`src/rtl/pipe_pkg.sv`:
```
// Shared types and constants for the elastic valid/ready pipeline.
package pipe_pkg;

  localparam int PIPE_DEFAULT_DEPTH = 3;

  typedef struct packed {
    logic valid;
    logic ready;
  } pipe_hs_t;

  function automatic int occ_width(input int depth);
    return $clog2(depth + 2);
  endfunction

endpackage

```
`src/rtl/pipe_skid_buf.sv`:
```
// One-entry skid slot at the pipeline input; upstream ready is simply "slot empty" and is therefore a register.
module pipe_skid_buf #(
  parameter int SIZE = 1
) (
  input  logic            clk,
  input  logic            rst,
  input  logic            up_valid_i,
  output logic            up_ready_o,
  input  logic [SIZE-1:0] up_data_i,
  output logic            dn_valid_o,
  input  logic            dn_ready_i,
  output logic [SIZE-1:0] dn_data_o
);

  logic            full_q, full_d;
  logic [SIZE-1:0] data_q, data_d;

  always_comb begin
    full_d = full_q;
    data_d = data_q;
    if (full_q) begin
      if (dn_ready_i) full_d = 1'b0;
    end else if (up_valid_i && !dn_ready_i) begin
      full_d = 1'b1;
      data_d = up_data_i;
    end
  end

  always_ff @(posedge clk) begin
    if (rst) begin
      full_q <= 1'b0;
      data_q <= '0;
    end else begin
      full_q <= full_d;
      data_q <= data_d;
    end
  end

  // While empty, upstream data passes straight through to stage 1.
  assign up_ready_o = !full_q;
  assign dn_valid_o = full_q || up_valid_i;
  assign dn_data_o  = full_q ? data_q : up_data_i;

endmodule

```
`src/rtl/elastic_pipe_3.sv`:
```
// Elastic valid/ready pipeline: DEPTH register stages with bubble collapsing behind a registered-ready skid slot.
module elastic_pipe_3
  import pipe_pkg::*;
#(
  parameter int SIZE  = 1,
  parameter int DEPTH = PIPE_DEFAULT_DEPTH
) (
  input  logic                        clk,
  input  logic                        rst,
  input  logic                        in_valid,
  output logic                        in_ready,
  input  logic [SIZE-1:0]             in_data,
  output logic                        out_valid,
  input  logic                        out_ready,
  output logic [SIZE-1:0]             out_data,
  output logic [occ_width(DEPTH)-1:0] occupancy
);

  localparam int OW = occ_width(DEPTH);

  pipe_hs_t                    sk_hs;
  logic [SIZE-1:0]             sk_d;
  logic [DEPTH:1]              stg_v;
  logic [DEPTH:1][SIZE-1:0]    stg_d;
  logic [DEPTH+1:1]            take;
  logic                        in_xfer, out_xfer;
  logic [OW-1:0]               occ_q, occ_d;

  pipe_skid_buf #(.SIZE(SIZE)) u_skid (
    .clk        (clk),
    .rst        (rst),
    .up_valid_i (in_valid),
    .up_ready_o (in_ready),
    .up_data_i  (in_data),
    .dn_valid_o (sk_hs.valid),
    .dn_ready_i (sk_hs.ready),
    .dn_data_o  (sk_d)
  );

  // take[k]: stage k can load this cycle -- it is empty (a bubble) or it hands its beat onward.
  always_comb begin
    take            = '0;
    take[DEPTH+1]   = out_ready;
    for (int k = DEPTH; k >= 1; k--) take[k] = !stg_v[k] || take[k+1];
  end

  assign sk_hs.ready = take[1];

  for (genvar k = 1; k <= DEPTH; k++) begin : g_stg
    logic            src_v;
    logic [SIZE-1:0] src_d;
    logic            v_q, v_d;
    logic [SIZE-1:0] d_q, d_d;

    if (k == 1) begin : g_head
      assign src_v = sk_hs.valid;
      assign src_d = sk_d;
    end else begin : g_body
      assign src_v = stg_v[k-1];
      assign src_d = stg_d[k-1];
    end

    always_comb begin
      v_d = v_q;
      d_d = d_q;
      if (take[k]) v_d = src_v;
      if (take[k] && src_v) d_d = src_d;
    end

    always_ff @(posedge clk) begin
      if (rst) begin
        v_q <= 1'b0;
        d_q <= '0;
      end else begin
        v_q <= v_d;
        d_q <= d_d;
      end
    end

    assign stg_v[k] = v_q;
    assign stg_d[k] = d_q;
  end

  assign out_valid = stg_v[DEPTH];
  assign out_data  = stg_d[DEPTH];
  assign in_xfer   = in_valid && in_ready;
  assign out_xfer  = out_valid && out_ready;
  assign occ_d     = occ_q + OW'(in_xfer) - OW'(out_xfer);
  assign occupancy = occ_q;

  always_ff @(posedge clk) begin
    if (rst) occ_q <= '0;
    else     occ_q <= occ_d;
  end

`ifndef SYNTHESIS
  a_stall_stable: assert property (@(posedge clk) disable iff (rst)
    out_valid && !out_ready |=> out_valid && $stable(out_data));
  a_occ_bound: assert property (@(posedge clk) 32'(occupancy) <= DEPTH + 1);
`endif

endmodule

```
`config.mk`:
```
export PLATFORM = sky130hd
export DESIGN_NAME = elastic_pipe_3
export DESIGN_NICKNAME = d
export VERILOG_FILES = /design/src/rtl/pipe_pkg.sv /design/src/rtl/pipe_skid_buf.sv /design/src/rtl/elastic_pipe_3.sv
export SDC_FILE = /design/constraint.sdc
export NUM_CORES = 1
export LEC_CHECK = 0
export ABC_AREA = 1
export CAP_MARGIN = 10
export CORE_MARGIN = 1
export CORE_UTILIZATION = 31
export CTS_CLUSTER_SIZE = 40
export DETAILED_ROUTE_END_ITERATION = 10
export DONT_BUFFER_PORTS = 1
export HOLD_SLACK_MARGIN = 0.02
export SYNTH_ARGS = -nofsm -noshare
export SYNTH_HDL_FRONTEND = slang
export SYNTH_SLANG_ARGS = --single-unit
```
`constraint.sdc`:
```
create_clock -name clk -period 5.2 [get_ports clk]
set_clock_uncertainty 0.05 [all_clocks]
set_input_delay 0.52 -clock clk [delete_from_list [all_inputs] [get_ports clk]]
set_output_delay 0.52 -clock clk [all_outputs]
set_load 0.01 [all_outputs]
```
Word-level counts from Yosys, hierarchy flattened
Cells that the tools add are included.
Cells by class
  add/subtract/negate cells: 2
  multipliers: 0
  div/mod/pow operators: 0
  magnitude comparators: 0
  equal/unequal tests: 0
  shift-type cells: 0
  multiplexer cells: 4
  bitwise operators: 1
  reduce and logical (&&, ||, !) cells: 16
Operator list (number)
  $logic_and 1x1->1: 6
  $logic_not 1->1: 5
  $logic_or 1x1->1: 4
  $mux 1: 4
  $add 3x1->3: 1
  $sub 3x1->3: 1
  $reduce_and 2->1: 1
  $not 1->1: 1
Word-level totals
  register bits: 11
  bits in latches: 0
  RAM bits: 0
  bits in read-only memories: 0
  memories: 0

Longest topological paths before layout
  word-level depth: 8
  depth in mapped cells: 11
  gate-level depth less buffers: 11

By module
Synthesis repeated with hierarchy kept, for this count alone.
Unflattened totals
  cell total of the unflattened synthesis: 64
  area, all modules: 488.0 sq um
By module, submodules not included
  elastic_pipe_3: times used 1, cells an instance 48, area each 386.6 sq um, seq. area each 180.2 sq um
  pipe_skid_buf: times used 1, cells an instance 16, area each 101.3 sq um, seq. area each 40.0 sq um

Worst setup path after synthesis
No wires, ideal clock.
  kind: input port to flip-flop
  start: in in_valid
  end: reg occ_q[2] (netlist: occupancy[2])
  data arrival time: 1.751 ns
  required time: 5.037 ns
  slack: 3.286 ns
  stages on the path: 10
  buffers on the path: 0
  cells stage by stage: inv_1 > nor2_1 > inv_1 > ha_1 > inv_1 > ha_1 > inv_1 > fa_1 > nor2_1 > nor2_1
On the way
  longest elaborated chain between the ends: 3
Ends and longest elaborated chain
  start, declared: RTL line elastic_pipe_3.sv:10  | input logic in_valid,
  $logic_and 1x1->1: RTL line elastic_pipe_3.sv:86  | assign in_xfer = in_valid && in_ready;
  $add 3x1->3: RTL line elastic_pipe_3.sv:88  | assign occ_d = occ_q + OW'(in_xfer) - OW'(out_xfer);
  $sub 3x1->3: RTL line elastic_pipe_3.sv:88
  end signal, assigned: RTL line elastic_pipe_3.sv:92  | if (rst) occ_q <= '0;
  end signal, assigned: RTL line elastic_pipe_3.sv:93  | else occ_q <= occ_d;
  end, declared: RTL line elastic_pipe_3.sv:27  | logic [OW-1:0] occ_q, occ_d;
Every way passes these cells.
A chain may end at the register's enable or synchronous reset.

Final worst setup path
  start: reg g_stg[3].v_q (netlist: out_valid)
  end: reg occ_q[2] (netlist: occupancy[2])
On the way
  longest elaborated chain between the ends: 2
Ends and longest elaborated chain
  start, declared: RTL line elastic_pipe_3.sv:52  | logic v_q, v_d;
  start signal, assigned: RTL line elastic_pipe_3.sv:75  | v_q <= v_d;
  $logic_and 1x1->1: RTL line elastic_pipe_3.sv:87  | assign out_xfer = out_valid && out_ready;
  $sub 3x1->3: RTL line elastic_pipe_3.sv:88
Every way passes these cells.

==> metrics.csv <==
stage,metric,value,unit
run_status,status,"complete, no violations",
detailed_routing,via count,373,
die,core box area,1370,µm²
setup_path,required time of the critical path,5.32,ns
logic_synthesis,synth unique cells,14,
power_and_ir_drop,total power,0.173,mW
setup_path,FF-to-FF End,occupancy[2],
logic_synthesis,Mapped Avg Cell Area,7.65,µm²
sta,final slew viol count,0,
global_route,initial antenna violation count,0,
logic_synthesis,Post-synth EDFFs,0,
die,DIE AREA,1720,µm²
power_and_ir_drop,power density over cell area,331,nW/µm²
sta,RSZ-0062 raised after global routing,no,
detailed_routing,Antenna Violating Nets Remaining,0,
setup_path,worst reg2reg path depth,9,
cts,clk buf depth,2,
cts,CTS resizes,0,
run,maxcap violations,0,
sta,endpoints failing setup,0,
die,Core Rows,13,
sta,"Period Utilization, post-route",34.0,%
logic_synthesis,most common cell in the netlist,nand2_1,
detailed_routing,detail-routed via count per cell,4.60,
logic_synthesis,asr flop ratio synth,0,%
logic_synthesis,gate count of the mapped netlist,63,
detailed_routing,1st-pass router iterations,1,
sta,Slew headroom,84.3,%
setup_path,R2R Setup Slk,3.43,ns
placement,routability cong.,0.735,
setup_path,crit path max fanout,5,
power_and_ir_drop,Static Leak,0.246,nW
detailed_routing,WL final,812,µm
setup_path,R2R Path Start,out_valid,
global_route,vias in the first global route,316,
layout,Syn-to-layout area delta,8.31,%
hold_path,Min-Delay Path Depth,1,
placement,dpl hpwl,604,µm
power_and_ir_drop,Worst VDD drop,0.000139,V
cts,worst skew pair latency,0.27,ns
logic_synthesis,Mapped Area,482,µm²
cts,setup bufs post-CTS,0,
die,die width,41.4,µm
cts,CTS HTree Levels,1,
sta,"Hold Vio Cnt, Final",0,
logic_synthesis,Mapped Nets,71,
cts,Worst-path clk slew,0.07,ns
die,Initial Util,35.3,%
logic_synthesis,ranking of synthesized cells by area,"dfxtp_1 46%, nand2_1 10%, inv_1 8.6%",
sta,Hold Slack,0.251,ns
cts,clock sink count,11,
layout,Diodes inserted,0,
setup_path,Worst setup EP type,flop,
cts,CTS tree,built,
die,Chip Height,41.4,µm
placement,Placed Cells,77,
layout,Layout Cells excl Fill,81,
layout,layout cells sized above 1,7.58,%
sta,final worst path period need,1.77,ns
sta,worst-margin pin slew,0.236,ns
setup_path,CP Class,flop to flop,
logic_synthesis,number of synthesized register bits,11,
layout,final core area utilization,38.2,%
logic_synthesis,top post-synthesis cells by count,"13 x nand2_1, 11 x dfxtp_1, 11 x inv_1, 8 x nor2_1, 6 x a21oi_1",
global_route,first-pass GRT wire length,1.28,mm
detailed_routing,Iteration-0 DRC Markers,0,
cts,root buffer cell,clkbuf_4,
detailed_routing,Remaining DRCs,0,
layout,fill cell count,156,
detailed_routing,drt wl/cell,10.0,µm
setup_path,Worst Path Arrival,1.89,ns
hold_path,HP Class,input port to flop,
cts,CTS Buf Count,3,
cts,# hold bufs at CTS,0,
hold_path,WHS Endpoint,occupancy[1],
sta,Setup TNS Final,0,ns
logic_synthesis,cell taking the most area after synthesis,dfxtp_1,
global_route,largest net degree at the start of global routing,9,
layout,# nets final,75,
die,number of top-level pins,11,
sta,Achievable Freq,0.565,GHz
logic_synthesis,ys flop type,dfxtp_1,
logic_synthesis,synth warn,0,
global_route,All-Layer GR Usage,10.8,%
logic_synthesis,post-synthesis sequential area ratio,45.7,%
placement,port bufs,0,
setup_path,CP startpoint kind,flop,
logic_synthesis,Synth top area share,45.7,%
global_route,GRT overflow,0,
hold_path,HP Start,rst,
-- cell type report --
class,count,area [µm²],share of cell area (%)
multi-input cells,40,215,41.2
inverters,11,41.3,7.91
well taps,15,18.8,3.60
clock buffers,4,26.3,5.04
flip-flops and latches,11,220,42.2
-- where the power goes --
| group | internal [mW] | switching, mW | total [mW] |
|---|---|---|---|
| Clock | 0.0298 | 0.0302 | 0.0599 |
| Combinational | 0.00689 | 0.00919 | 0.0161 |
| Sequential | 0.0899 | 0.00675 | 0.0967 |
-- metal layers --
metal / GRT usage [%] / wire length [µm] / vias to the layer above
li1: - / - / 202
met5: 0 / 0 / -
met3: 9.57 / 64 / 4
met4: 7.74 / 23 / 0
met2: 13.1 / 306 / 12
met1: 11.8 / 418 / 155
-- kinds of logic (layout without fill, tap and decap cells) --
| kind of cell | count (synthesis) | count (layout) | synth area share, % |
|---|---|---|---|
| simple gates | 28 | 28 | 25.2 |
| buf+inv | 12 | 15 | 9.61 |
| flops | 11 | 11 | 45.7 |
| compound gates | 8 | 8 | 8.31 |
| fa+ha+maj | 3 | 3 | 9.35 |
| xor+xnor | 1 | 1 | 1.82 |
-- per-stage QoR --
step / instance area, µm² / setup WS [ns]
floorplan: 482 / 3.29
global placement: 495 / 3.21
detailed placement: 495 / 3.18
CTS: 522 / 3.42
global route: 522 / 3.25
finish: 522 / 3.43
-- critical path: stages, from the launching register on --
cell and delay [ns]:
dfxtp_1 0.45, nand2_1 0.10, inv_1 0.07, ha_1 0.22, inv_1 0.06, ha_1 0.13, inv_1 0.05, fa_1 0.39
nor2_1 0.11, nor2_1 0.05
-- state kept, by name (all words and copies together) (netlist names) --
name / flops
g_stg.d_q: 2
g_stg.v_q: 2
out_data: 1
occupancy: 3
u_skid.full_q: 1
u_skid.data_q: 1
out_valid: 1
-- placed cells by master (no fill, tap or decap), types with 2 or more instances in the layout --
| cell | count |
|---|---|
| nor2_1 | 8 |
| dfxtp_1 | 11 |
| o21ai_0 | 2 |
| ha_1 | 2 |
| nand3_1 | 4 |
| a21oi_1 | 6 |
| clkbuf_4 | 3 |
| inv_1 | 11 |
| nand2_1 | 13 |
-- worst max path at each step --
stage                     slack [ns]      start           end  cells past startpoint
final                           3.43  out_valid  occupancy[2]                      9
after CTS                       3.42  out_valid  occupancy[2]                      9
after detailed placement        3.18   in_valid  occupancy[2]                     10
after global placement          3.21   in_valid  occupancy[2]                     10
after global routing            3.25  out_valid  occupancy[2]                     10
after floorplan                 3.29   in_valid  occupancy[2]                     10
(Power assumes the default switching activity.)
